## src/rtl/atm_pkg.sv

```systemverilog
// Shared definitions for the ATM transaction scheduler: op codes, FSM state
// encoding, account-count default and an id-width helper.
package atm_pkg;

    localparam int unsigned N_ACC_DEFAULT = 10;

    typedef enum logic [1:0] {
        OP_BALANCE  = 2'b00,
        OP_WITHDRAW = 2'b01,
        OP_TRANSFER = 2'b10,
        OP_RESERVED = 2'b11
    } op_e;

    typedef enum logic [2:0] {
        StIdle,
        StRdSrc,
        StChkSrc,
        StRdDst,
        StChkDst,
        StWrSrc,
        StWrDst,
        StResp
    } state_e;

    // Width of a terminal index; never narrower than one bit.
    function automatic int unsigned id_width(input int unsigned n);
        return (n > 1) ? $clog2(n) : 1;
    endfunction

endpackage

```

## src/rtl/atm_txn_scheduler_if.sv

```systemverilog
// Terminal request/response and balance-RAM signals of the scheduler.
// The slave modport is the scheduler side; master is the terminals plus RAM.
interface atm_txn_scheduler_if
    import atm_pkg::*;
#(
    parameter int unsigned N_REQ = 2,
    parameter int unsigned IDX_W = 4,
    parameter int unsigned BAL_W = 16,
    parameter int unsigned AMT_W = 11
);
    localparam int unsigned ID_W = id_width(N_REQ);

    logic [N_REQ-1:0]       req_valid;
    logic [2*N_REQ-1:0]     req_op;
    logic [IDX_W*N_REQ-1:0] req_src;
    logic [IDX_W*N_REQ-1:0] req_dst;
    logic [AMT_W*N_REQ-1:0] req_amt;
    logic [N_REQ-1:0]       req_ready;

    logic                   rsp_valid;
    logic [ID_W-1:0]        rsp_id;
    logic                   rsp_error;
    logic [BAL_W-1:0]       rsp_balance;
    logic                   busy;

    logic                   mem_en;
    logic                   mem_we;
    logic [IDX_W-1:0]       mem_addr;
    logic [BAL_W-1:0]       mem_wdata;
    logic [BAL_W-1:0]       mem_rdata;

    modport master (
        output req_valid, req_op, req_src, req_dst, req_amt, mem_rdata,
        input  req_ready, rsp_valid, rsp_id, rsp_error, rsp_balance, busy,
        input  mem_en, mem_we, mem_addr, mem_wdata
    );

    modport slave (
        input  req_valid, req_op, req_src, req_dst, req_amt, mem_rdata,
        output req_ready, rsp_valid, rsp_id, rsp_error, rsp_balance, busy,
        output mem_en, mem_we, mem_addr, mem_wdata
    );

endinterface

```

## src/rtl/rr_arbiter.sv

```systemverilog
// Round-robin arbiter: searches from the slot after the last accepted grant.
// The pointer only moves when the grant is actually accepted.
module rr_arbiter #(
    parameter int unsigned N_REQ = 2,
    parameter int unsigned IdxW  = 1
) (
    input  logic             clk_i,
    input  logic             rst_ni,
    input  logic [N_REQ-1:0] req_i,
    input  logic             accept_i,
    output logic [N_REQ-1:0] gnt_o,
    output logic [IdxW-1:0]  gnt_idx_o,
    output logic             gnt_vld_o
);
    logic [IdxW-1:0] last_q, last_d;

    always_comb begin
        int unsigned cand;
        cand      = 0;
        gnt_o     = '0;
        gnt_idx_o = '0;
        gnt_vld_o = 1'b0;
        for (int unsigned off = 1; off <= N_REQ; off++) begin
            cand = (32'(last_q) + off) % N_REQ;
            if (!gnt_vld_o && req_i[cand]) begin
                gnt_vld_o   = 1'b1;
                gnt_idx_o   = IdxW'(cand);
                gnt_o[cand] = 1'b1;
            end
        end
    end

    always_comb begin
        last_d = last_q;
        if (accept_i && gnt_vld_o) begin
            last_d = gnt_idx_o;
        end
    end

    // Reset to the last slot so terminal 0 wins the first search.
    always_ff @(posedge clk_i) begin
        if (!rst_ni) begin
            last_q <= IdxW'(N_REQ - 1);
        end else begin
            last_q <= last_d;
        end
    end

endmodule

```

## src/rtl/atm_txn_scheduler.sv

```systemverilog
// Shares one single-port balance RAM between N_REQ terminals, running each
// accepted BALANCE/WITHDRAW/TRANSFER as an atomic read-modify-write sequence.
module atm_txn_scheduler
    import atm_pkg::*;
#(
    parameter int unsigned N_REQ = 2,
    parameter int unsigned N_ACC = N_ACC_DEFAULT,
    parameter int unsigned IDX_W = 4,
    parameter int unsigned BAL_W = 16,
    parameter int unsigned AMT_W = 11
) (
    input  logic                clk,
    input  logic                rst_n,
    atm_txn_scheduler_if.slave  bus
);
    localparam int unsigned ID_W = id_width(N_REQ);

    state_e           state_q, state_d;
    op_e              op_q, op_d;
    logic [ID_W-1:0]  id_q, id_d;
    logic [IDX_W-1:0] src_q, src_d;
    logic [IDX_W-1:0] dst_q, dst_d;
    logic [AMT_W-1:0] amt_q, amt_d;
    logic [BAL_W-1:0] src_bal_q, src_bal_d;
    logic [BAL_W-1:0] dst_new_q, dst_new_d;
    logic [ID_W-1:0]  rsp_id_q, rsp_id_d;
    logic             rsp_err_q, rsp_err_d;
    logic [BAL_W-1:0] rsp_bal_q, rsp_bal_d;

    logic [N_REQ-1:0] gnt_oh;
    logic [ID_W-1:0]  gnt_idx;
    logic             gnt_vld;
    logic             accept;

    op_e              sel_op;
    logic [IDX_W-1:0] sel_src, sel_dst;
    logic [AMT_W-1:0] sel_amt;
    logic             pre_err;

    logic [BAL_W-1:0] amt_ext;
    logic [BAL_W-1:0] src_new;
    logic [BAL_W:0]   dst_sum;

    rr_arbiter #(
        .N_REQ (N_REQ),
        .IdxW  (ID_W)
    ) u_arb (
        .clk_i     (clk),
        .rst_ni    (rst_n),
        .req_i     (bus.req_valid),
        .accept_i  (accept),
        .gnt_o     (gnt_oh),
        .gnt_idx_o (gnt_idx),
        .gnt_vld_o (gnt_vld)
    );

    // Payload of the terminal the arbiter currently selects.
    always_comb begin
        sel_op  = op_e'(bus.req_op[2*32'(gnt_idx) +: 2]);
        sel_src = bus.req_src[IDX_W*32'(gnt_idx) +: IDX_W];
        sel_dst = bus.req_dst[IDX_W*32'(gnt_idx) +: IDX_W];
        sel_amt = bus.req_amt[AMT_W*32'(gnt_idx) +: AMT_W];
        pre_err = (sel_op == OP_RESERVED) || (32'(sel_src) >= N_ACC) ||
                  ((sel_op == OP_TRANSFER) &&
                   ((32'(sel_dst) >= N_ACC) || (sel_dst == sel_src)));
    end

    assign amt_ext = BAL_W'(amt_q);
    assign src_new = src_bal_q - amt_ext;
    // Extra carry bit flags a destination balance that would overflow.
    assign dst_sum = {1'b0, bus.mem_rdata} + {1'b0, amt_ext};

    always_comb begin
        state_d   = state_q;
        op_d      = op_q;
        id_d      = id_q;
        src_d     = src_q;
        dst_d     = dst_q;
        amt_d     = amt_q;
        src_bal_d = src_bal_q;
        dst_new_d = dst_new_q;
        rsp_id_d  = rsp_id_q;
        rsp_err_d = rsp_err_q;
        rsp_bal_d = rsp_bal_q;
        accept    = 1'b0;

        bus.mem_en    = 1'b0;
        bus.mem_we    = 1'b0;
        bus.mem_addr  = '0;
        bus.mem_wdata = '0;

        unique case (state_q)
            StIdle: begin
                if (gnt_vld && rst_n) begin
                    accept = 1'b1;
                    op_d   = sel_op;
                    id_d   = gnt_idx;
                    src_d  = sel_src;
                    dst_d  = sel_dst;
                    amt_d  = sel_amt;
                    if (pre_err) begin
                        state_d   = StResp;
                        rsp_id_d  = gnt_idx;
                        rsp_err_d = 1'b1;
                        rsp_bal_d = '0;
                    end else begin
                        state_d = StRdSrc;
                    end
                end
            end
            StRdSrc: begin
                bus.mem_en   = 1'b1;
                bus.mem_addr = src_q;
                state_d      = StChkSrc;
            end
            StChkSrc: begin
                src_bal_d = bus.mem_rdata;
                if (op_q == OP_BALANCE) begin
                    state_d   = StResp;
                    rsp_id_d  = id_q;
                    rsp_err_d = 1'b0;
                    rsp_bal_d = bus.mem_rdata;
                end else if (amt_ext > bus.mem_rdata) begin
                    state_d   = StResp;
                    rsp_id_d  = id_q;
                    rsp_err_d = 1'b1;
                    rsp_bal_d = bus.mem_rdata;
                end else if (op_q == OP_WITHDRAW) begin
                    state_d = StWrSrc;
                end else begin
                    state_d = StRdDst;
                end
            end
            StRdDst: begin
                bus.mem_en   = 1'b1;
                bus.mem_addr = dst_q;
                state_d      = StChkDst;
            end
            StChkDst: begin
                if (dst_sum[BAL_W]) begin
                    state_d   = StResp;
                    rsp_id_d  = id_q;
                    rsp_err_d = 1'b1;
                    rsp_bal_d = src_bal_q;
                end else begin
                    dst_new_d = dst_sum[BAL_W-1:0];
                    state_d   = StWrSrc;
                end
            end
            StWrSrc: begin
                bus.mem_en    = 1'b1;
                bus.mem_we    = 1'b1;
                bus.mem_addr  = src_q;
                bus.mem_wdata = src_new;
                if (op_q == OP_TRANSFER) begin
                    state_d = StWrDst;
                end else begin
                    state_d   = StResp;
                    rsp_id_d  = id_q;
                    rsp_err_d = 1'b0;
                    rsp_bal_d = src_new;
                end
            end
            StWrDst: begin
                bus.mem_en    = 1'b1;
                bus.mem_we    = 1'b1;
                bus.mem_addr  = dst_q;
                bus.mem_wdata = dst_new_q;
                state_d       = StResp;
                rsp_id_d      = id_q;
                rsp_err_d     = 1'b0;
                rsp_bal_d     = src_new;
            end
            StResp: begin
                state_d = StIdle;
            end
            default: begin
                state_d = StIdle;
            end
        endcase
    end

    assign bus.req_ready   = accept ? gnt_oh : '0;
    assign bus.rsp_valid   = (state_q == StResp);
    assign bus.rsp_id      = rsp_id_q;
    assign bus.rsp_error   = rsp_err_q;
    assign bus.rsp_balance = rsp_bal_q;
    assign bus.busy        = (state_q != StIdle);

    always_ff @(posedge clk) begin
        if (!rst_n) begin
            state_q   <= StIdle;
            op_q      <= OP_BALANCE;
            id_q      <= '0;
            src_q     <= '0;
            dst_q     <= '0;
            amt_q     <= '0;
            src_bal_q <= '0;
            dst_new_q <= '0;
            rsp_id_q  <= '0;
            rsp_err_q <= 1'b0;
            rsp_bal_q <= '0;
        end else begin
            state_q   <= state_d;
            op_q      <= op_d;
            id_q      <= id_d;
            src_q     <= src_d;
            dst_q     <= dst_d;
            amt_q     <= amt_d;
            src_bal_q <= src_bal_d;
            dst_new_q <= dst_new_d;
            rsp_id_q  <= rsp_id_d;
            rsp_err_q <= rsp_err_d;
            rsp_bal_q <= rsp_bal_d;
        end
    end

endmodule

```

## src/flat_wrapper.sv

```systemverilog
// flat-port wrapper written by rule: the top's interface ports become plain ports
module atm_txn_scheduler_flat import atm_pkg::*;
#(
    parameter int unsigned N_REQ = 2,
    parameter int unsigned N_ACC = N_ACC_DEFAULT,
    parameter int unsigned IDX_W = 4,
    parameter int unsigned BAL_W = 16,
    parameter int unsigned AMT_W = 11
)
  (clk, rst_n, bus_req_valid, bus_req_op, bus_req_src, bus_req_dst, bus_req_amt, bus_mem_rdata, bus_req_ready, bus_rsp_valid, bus_rsp_id, bus_rsp_error, bus_rsp_balance, bus_busy, bus_mem_en, bus_mem_we, bus_mem_addr, bus_mem_wdata);
  atm_txn_scheduler_if #(.N_REQ(N_REQ), .IDX_W(IDX_W), .BAL_W(BAL_W), .AMT_W(AMT_W)) bus_i ();
  input  logic clk;
  input  logic rst_n;
  input wire logic [$bits(bus_i.req_valid)-1:0] bus_req_valid;
  input wire logic [$bits(bus_i.req_op)-1:0] bus_req_op;
  input wire logic [$bits(bus_i.req_src)-1:0] bus_req_src;
  input wire logic [$bits(bus_i.req_dst)-1:0] bus_req_dst;
  input wire logic [$bits(bus_i.req_amt)-1:0] bus_req_amt;
  input wire logic [$bits(bus_i.mem_rdata)-1:0] bus_mem_rdata;
  output wire logic [$bits(bus_i.req_ready)-1:0] bus_req_ready;
  output wire logic [$bits(bus_i.rsp_valid)-1:0] bus_rsp_valid;
  output wire logic [$bits(bus_i.rsp_id)-1:0] bus_rsp_id;
  output wire logic [$bits(bus_i.rsp_error)-1:0] bus_rsp_error;
  output wire logic [$bits(bus_i.rsp_balance)-1:0] bus_rsp_balance;
  output wire logic [$bits(bus_i.busy)-1:0] bus_busy;
  output wire logic [$bits(bus_i.mem_en)-1:0] bus_mem_en;
  output wire logic [$bits(bus_i.mem_we)-1:0] bus_mem_we;
  output wire logic [$bits(bus_i.mem_addr)-1:0] bus_mem_addr;
  output wire logic [$bits(bus_i.mem_wdata)-1:0] bus_mem_wdata;
  assign bus_i.req_valid = bus_req_valid;
  assign bus_i.req_op = bus_req_op;
  assign bus_i.req_src = bus_req_src;
  assign bus_i.req_dst = bus_req_dst;
  assign bus_i.req_amt = bus_req_amt;
  assign bus_i.mem_rdata = bus_mem_rdata;
  assign bus_req_ready = bus_i.req_ready;
  assign bus_rsp_valid = bus_i.rsp_valid;
  assign bus_rsp_id = bus_i.rsp_id;
  assign bus_rsp_error = bus_i.rsp_error;
  assign bus_rsp_balance = bus_i.rsp_balance;
  assign bus_busy = bus_i.busy;
  assign bus_mem_en = bus_i.mem_en;
  assign bus_mem_we = bus_i.mem_we;
  assign bus_mem_addr = bus_i.mem_addr;
  assign bus_mem_wdata = bus_i.mem_wdata;
  atm_txn_scheduler #(.N_REQ(N_REQ), .N_ACC(N_ACC), .IDX_W(IDX_W), .BAL_W(BAL_W), .AMT_W(AMT_W)) u_core (.clk(clk), .rst_n(rst_n), .bus(bus_i));
endmodule
```

## config.mk

```make
export PLATFORM = sky130hd
export DESIGN_NAME = atm_txn_scheduler_flat
export DESIGN_NICKNAME = d
export VERILOG_FILES = /design/src/rtl/atm_pkg.sv /design/src/rtl/atm_txn_scheduler_if.sv /design/src/rtl/rr_arbiter.sv /design/src/rtl/atm_txn_scheduler.sv /design/src/flat_wrapper.sv
export SDC_FILE = /design/constraint.sdc
export NUM_CORES = 1
export LEC_CHECK = 0
export ABC_AREA = 0
export BUFFER_PORTS_ARGS = -buffer_cell sky130_fd_sc_hd__buf_4
export CAP_MARGIN = 20
export CORE_AREA = 5 5 152 154
export DETAILED_ROUTE_END_ITERATION = 8
export DIE_AREA = 0 0 157 159
export SLEW_MARGIN = 20
export SYNTH_ARGS = -nofsm -noshare
export SYNTH_HDL_FRONTEND = slang
export SYNTH_SLANG_ARGS = --single-unit
```

## constraint.sdc

```tcl
create_clock -name clk -period 4.68 [get_ports clk]
set_input_delay 0.468 -clock clk [delete_from_list [all_inputs] [get_ports clk]]
set_output_delay 0.468 -clock clk [all_outputs]
set_load 0.03 [all_outputs]
```

Word-level counts from Yosys, hierarchy flattened
Index checks and enable logic that the tools add are counted.
- logic and storage cells: 118
- register bits after elaboration: 76
- input port bits: 62
- output and inout bits: 44
- reduce and logical (&&, ||, !) cells: 21
- add/subtract/negate cells: 4
- order comparisons: 7
- shift operators: 4
- $mul: 1
- bitwise gates (word level): 2
- eq/ne operators: 17
- muxes and demuxes: 50
- operators with widths (kind ; number):
    $mux 16 ; 6
    $pmux 16 s5 ; 1
    $pmux 16 s2 ; 1
    $mux 1 ; 27
    $pmux 3 s8 ; 1
    $shiftx 22x6->11 ; 1
    $add 16x11->17 ; 1
    $gt 11x16->1 ; 1
    $shiftx 8x4->4 ; 2
    $sub 16x11->16 ; 1
    $mux 3 ; 5
    $eq 3x3->1 const B ; 4
    $pmux 1 s5 ; 2
    $ge 4x4->1 const B ; 2
    $mux 2 ; 4
    $pmux 4 s2 ; 1
    $eq 2x2->1 const B ; 3
    $eq 3x2->1 const B ; 2
    $logic_and 1x1->1 ; 6
    $ne 2x1->1 const B ; 3
    $reduce_and 6->1 ; 1
    $reduce_or 2->1 ; 3
    $mul 4x1->5 const A ; 1
    $reduce_bool 5->1 ; 1
    other kinds (19) ; 26

Longest topological paths before layout
- word-level depth: 15
- depth in mapped cells: 12
- mapped depth without buffers: 11

Hierarchy
A second synthesis with hierarchy kept.
- cell total of the unflattened synthesis: 656
- area total of the unflattened synthesis: 5132.4 µm²
- modules (own cells, without submodules) (module ; cells an instance ; area each (µm²) ; sequential area each (µm²) ; times used):
    atm_txn_scheduler ; 647 ; 5059.9 ; 1501.4 ; 1
    rr_arbiter ; 9 ; 72.6 ; 20.0 ; 1

Least setup slack after synthesis
No wires, ideal clock.
- path kind: register to output
- from: register u_core.amt_q[1]
- to: output port bus_mem_wdata[13]
- setup slack: 1.212 ns
- stages on the path, launching flop included: 9
- data arrival time: 3.000 ns
- required time: 4.212 ns
- path buffers: 0
- cell sequence: dfxtp_1 -> inv_1 -> ha_1 -> nor2b_1 -> o2111a_1 -> o31a_4 -> a2111oi_1 -> xnor2_1 -> o21ai_0
- longest elaborated chain between the ends: 2
- ends and longest elaborated chain (item ; line ; text):
    start: declaration ; atm_txn_scheduler.sv:23 ; logic [AMT_W-1:0] amt_q, amt_d;
    start signal: assignment ; atm_txn_scheduler.sv:209 ; amt_q <= amt_d;
    $sub 16x11->16 ; atm_txn_scheduler.sv:69 ; assign src_new = src_bal_q - amt_ext;
    $pmux 16 s2 ; atm_txn_scheduler.sv:92 ; unique case (state_q)
    end: declaration ; flat_wrapper.sv:29 ; output wire logic [$bits(bus_i.mem_wdata)-1:0] bus_mem_wdata;
Every way passes these cells.

Final worst setup path
Same ends and word-level chain as after synthesis.

==> parameters.txt <==
Parameter                              Value

Status
  Result of the run ... completed

Layout
  Combined flip-flop and latch cell area ... 1520 um^2
  Number of nets in the final layout ... 898
  Final instance area ... 6840 um^2
  Antenna diode count ... 0
  Fill cells ... 2,308
  Final instance count without filler cells ... 1,086
  Final cell utilization of the core ... 31.7%
  Multi-input combinational cell area ... 3630 um^2
  Share of layout cells above drive strength 1 ... 18.7%
  Area growth, synth to finish ... 24.3%

Floorplan
  Vertical extent of the die ... 159 um
  Num rows ... 54
  Area enclosed by the die boundary ... 25,000 um^2
  Area of the core ... 21,600 um^2
  # IOs ... 106
  Die span in x ... 157 um
  Starting density of the core ... 25.5%

CTS
  Maximum level of the CTS H-tree ... 3
  Clock slew at the register clock pins of the worst setup and hold paths ... 0.06 ns
  Number of sinks driven by the clock tree ... 76
  Post-cts hold buffer count ... 0
  Insertion delay of the later-clocked pin in the worst-skew pair ... 0.35 ns
  Root cell of the clock tree ... clkbuf_16
  Setup Fix Bufs, Post-CTS ... 0
  Deepest clock path buffer count ... 2
  TritonCTS buffer count ... 9
  TritonCTS clock tree ... yes
  Resized cells post-CTS ... 0

Power
  Switching power of the nets ... 1.34 mW
  Switching Fraction ... 41.9%
  Total power after layout ... 3.19 mW
  Max rail drop VDD ... 0.000218 V
  Leak ... 2.94 nW
  Logic gate share of total power ... 48.2%
  Power density over the cells ... 466 nW/um^2
  Part of the total power dissipated in sequential elements ... 27.2%
  Clock group share of total power ... 24.5%
  Internal Power ... 1.85 mW

Timing
  Worst hold slack after final layout ... 0.391 ns
  Maximum clock rate ... 265 MHz
  Worst slew pin tran ... 0.851 ns
  Count of final setup violators ... 0
  Setup repair after global routing missed its margin ... no
  Post-route setup TNS ... 0 ns
  Setup Skew ... 0.0105 ns
  Worst relative slew slack ... 42.8%
  Max-slew violation total from the final report ... 0
  Worst Setup Slack, final ... 0.909 ns
  Minimum clock period ... 3.77 ns
  Period utilisation layout ... 80.6%
  Number of failing hold endpoints at the final stage ... 0

Global routing
  Layer carrying the most global-route usage ... met2
  Remaining Overflow, GRT ... 0
  Initial antenna violation count ... 0
  Total GRT Usage ... 15.6%
  Global-route track usage on met2 ... 23.4%
  Wire length of the first global-routing pass ... 30,600 um
  Vias in the first global route ... 5,459
  M1 GR Usage ... 21.4%
  Largest net degree at the start of global routing ... 45
  Met3 global-route usage ... 4.62%

Synth
  Most common cell in the netlist ... nand2_1
  Simple-gate share of the synthesized area ... 19.7%
  Number of distinct library cell variants in the gate-level netlist after synthesis ... 72
  Arithmetic-cell share of the synthesized area counting full adders, half adders and majority gates ... 8.41%
  Most common flop cell mapped by yosys ... dfxtp_1
  Main combinational cell family by area after synthesis ... compound AO/OA/AOI/OAI gates
  Commonest cells in the netlist ... 85 x nand2_1, 76 x dfxtp_1, 70 x a21oi_1, 58 x o21ai_0, 44 x nor2_1
  Number of warnings printed during yosys synthesis ... 0
  Area share of the largest cell type after synthesis ... 27.6%
  Synthesized netlist cell count ... 714
  Xor-xnor portion of the synthesized cell area ... 4.61%
  Cell accounting for the most synthesized area ... dfxtp_1
  Sequential share of the synthesized area ... 27.6%
  Share of cell area taken by muxes after synthesis ... 5.68%
  Seq cells post-synth ... 76
  Synthesized-area fraction occupied by ao, oa, aoi and oai cells ... 27.5%
  Syn_area_per_cell ... 7.71 um^2
  EDFF count, synth ... 0
  Synthesized Nets ... 811
  Asr flop ratio synth ... 0%
  Top cells by area in the synthesized netlist ... dfxtp_1 28%, ha_1 7.5%, a21oi_1 6.4%
  Area of the mapped netlist ... 5500 um^2

Placement
  Place WS ... 1.28 ns
  DP Cell Count ... 1,070
  GPL Wtd Cong ... 0.921
  IO Port Bufs ... 105
  Total placed instance area ... 6520 um^2
  Detailed Place HPWL ... 15,000 um

Routing
  Detail Route Antenna Nets ... 0
  Total wire length ... 19,400 um
  Average vias per placed instance ... 5.08
  Number of design-rule violations left by the first detailed-router iteration ... 422
  Via Count ... 5,518
  Drt pass-1 iters ... 6
  DRC violations left ... 0
  WL per Instance ... 17.9 um

Min path
  Worst hold path class ... in2reg

Worst setup path
  Setup crit end kind ... output port
  Worst path max stage delay ... 0.78 ns
  Cell at the slowest stage of the critical path ... a2111oi_1
  Critical path data arrival time ... 3.30 ns
  Worst path cell trace ... inv_1 > ha_1 > nor2b_1 > o2111a_1 > o31a_4 > a2111oi_1 > xnor2_1 > o21ai_0 > buf_4
  Critical Path Source Type ... flop
  Crit-path max FO ... 7
  Critical path type ... reg2out
  Req. time, crit path ... 4.21 ns

Run
  Number of maximum-capacitance constraint violations ... 0
## power by group through the flow
stage / clock network, mW / registers (mW) / logic (mW)
floorplan: 0 / 0.951 / 1.02
global placement: 0 / 0.875 / 1.54
detailed placement: 0 / 0.881 / 1.53
CTS: 0.799 / 0.867 / 1.54
global route: 0.825 / 0.885 / 1.69
finish: 0.782 / 0.868 / 1.54
## sequential cells by signal, indices dropped and copies added (netlist names)
| name | flops |
|---|---|
| u_core.bus.rsp_balance | 16 |
| u_core.dst_new_q | 16 |
| u_core.src_bal_q | 16 |
| u_core.amt_q | 11 |
| u_core.dst_q | 4 |
| u_core.src_q | 4 |
| u_core.state_q | 3 |
| u_core.op_q | 2 |
| u_core.bus.rsp_error | 1 |
| u_core.bus.rsp_id | 1 |
| u_core.id_q | 1 |
| u_core.u_arb.last_q | 1 |
## cells by family (layout without fill, tap and decap cells)
logic type               count (synthesis)  count (layout)
AO/OA/AOI/OAI                          233             233
XOR/XNOR                                29              29
adder cells (fa/ha/maj)                 36              36
buffers and inverters                   77             169
multiplexers                            31              31
AND/OR/NAND/NOR                        232             232
flip-flops                              76              76
## layout by cell type (no fill, tap or decap), drive strengths merged, types with 4 or more instances in the layout
cell,netlist,routed
buf,11,117
nand2,85,85
dfxtp,76,76
a21oi,70,70
o21ai,60,60
nor2,45,45
inv,34,35
ha,33,33
nand3,32,32
mux2i,29,29
nor3,21,21
a211oi,19,19
xor2,15,15
xnor2,14,14
a21o,11,11
clkbuf,30,11
a22o,10,10
a311oi,8,8
or3,7,7
o21a,6,6
nand2b,6,6
o31ai,6,6
o211ai,6,6
or2,6,6
and3,5,5
a22oi,5,5
nor2b,5,5
nand4,4,4
o22ai,4,4
## metal layers
metal  up-vias  wire [um]
met2       205       8440
met4         0        456
met1      2530       9010
li1       2754          -
met5         -          0
met3        29       1490
## final cells by class
class	count	area share [%]
clock buffers	11	3.55
flip-flops and latches	76	22.2
well taps	280	5.12
inverters	36	1.98
clock inverters	5	1.23
repair buffers	117	12.8
multi-input cells	561	53.1
## worst max-delay path: cells and delay by family, from the launching register on
family	cells	cell delay, ns
fa+ha+maj	1	0.27
compound gates	4	1.66
simple gates	1	0.16
xor+xnor	1	0.14
flops	1	0.41
buf+inv	2	0.30
## worst paths after layout
kind / startpoint / to / slack (ns) / depth (start not counted)
max: u_core.amt_q[1]$_SDFFE_PN0P_ / bus_mem_wdata[13] / 0.91 / 9
min: bus_req_amt[19] / u_core.amt_q[8]$_SDFFE_PN0P_ / 0.39 / 3
max reg2reg: u_core.amt_q[0]$_SDFFE_PN0P_ / u_core.bus.rsp_balance[15]$_SDFFE_PN0P_ / 1.50 / 9
min reg2reg: u_core.src_q[1]$_SDFFE_PN0P_ / u_core.src_q[1]$_SDFFE_PN0P_ / 0.48 / 2
Power figures use the tool's default switching activity.
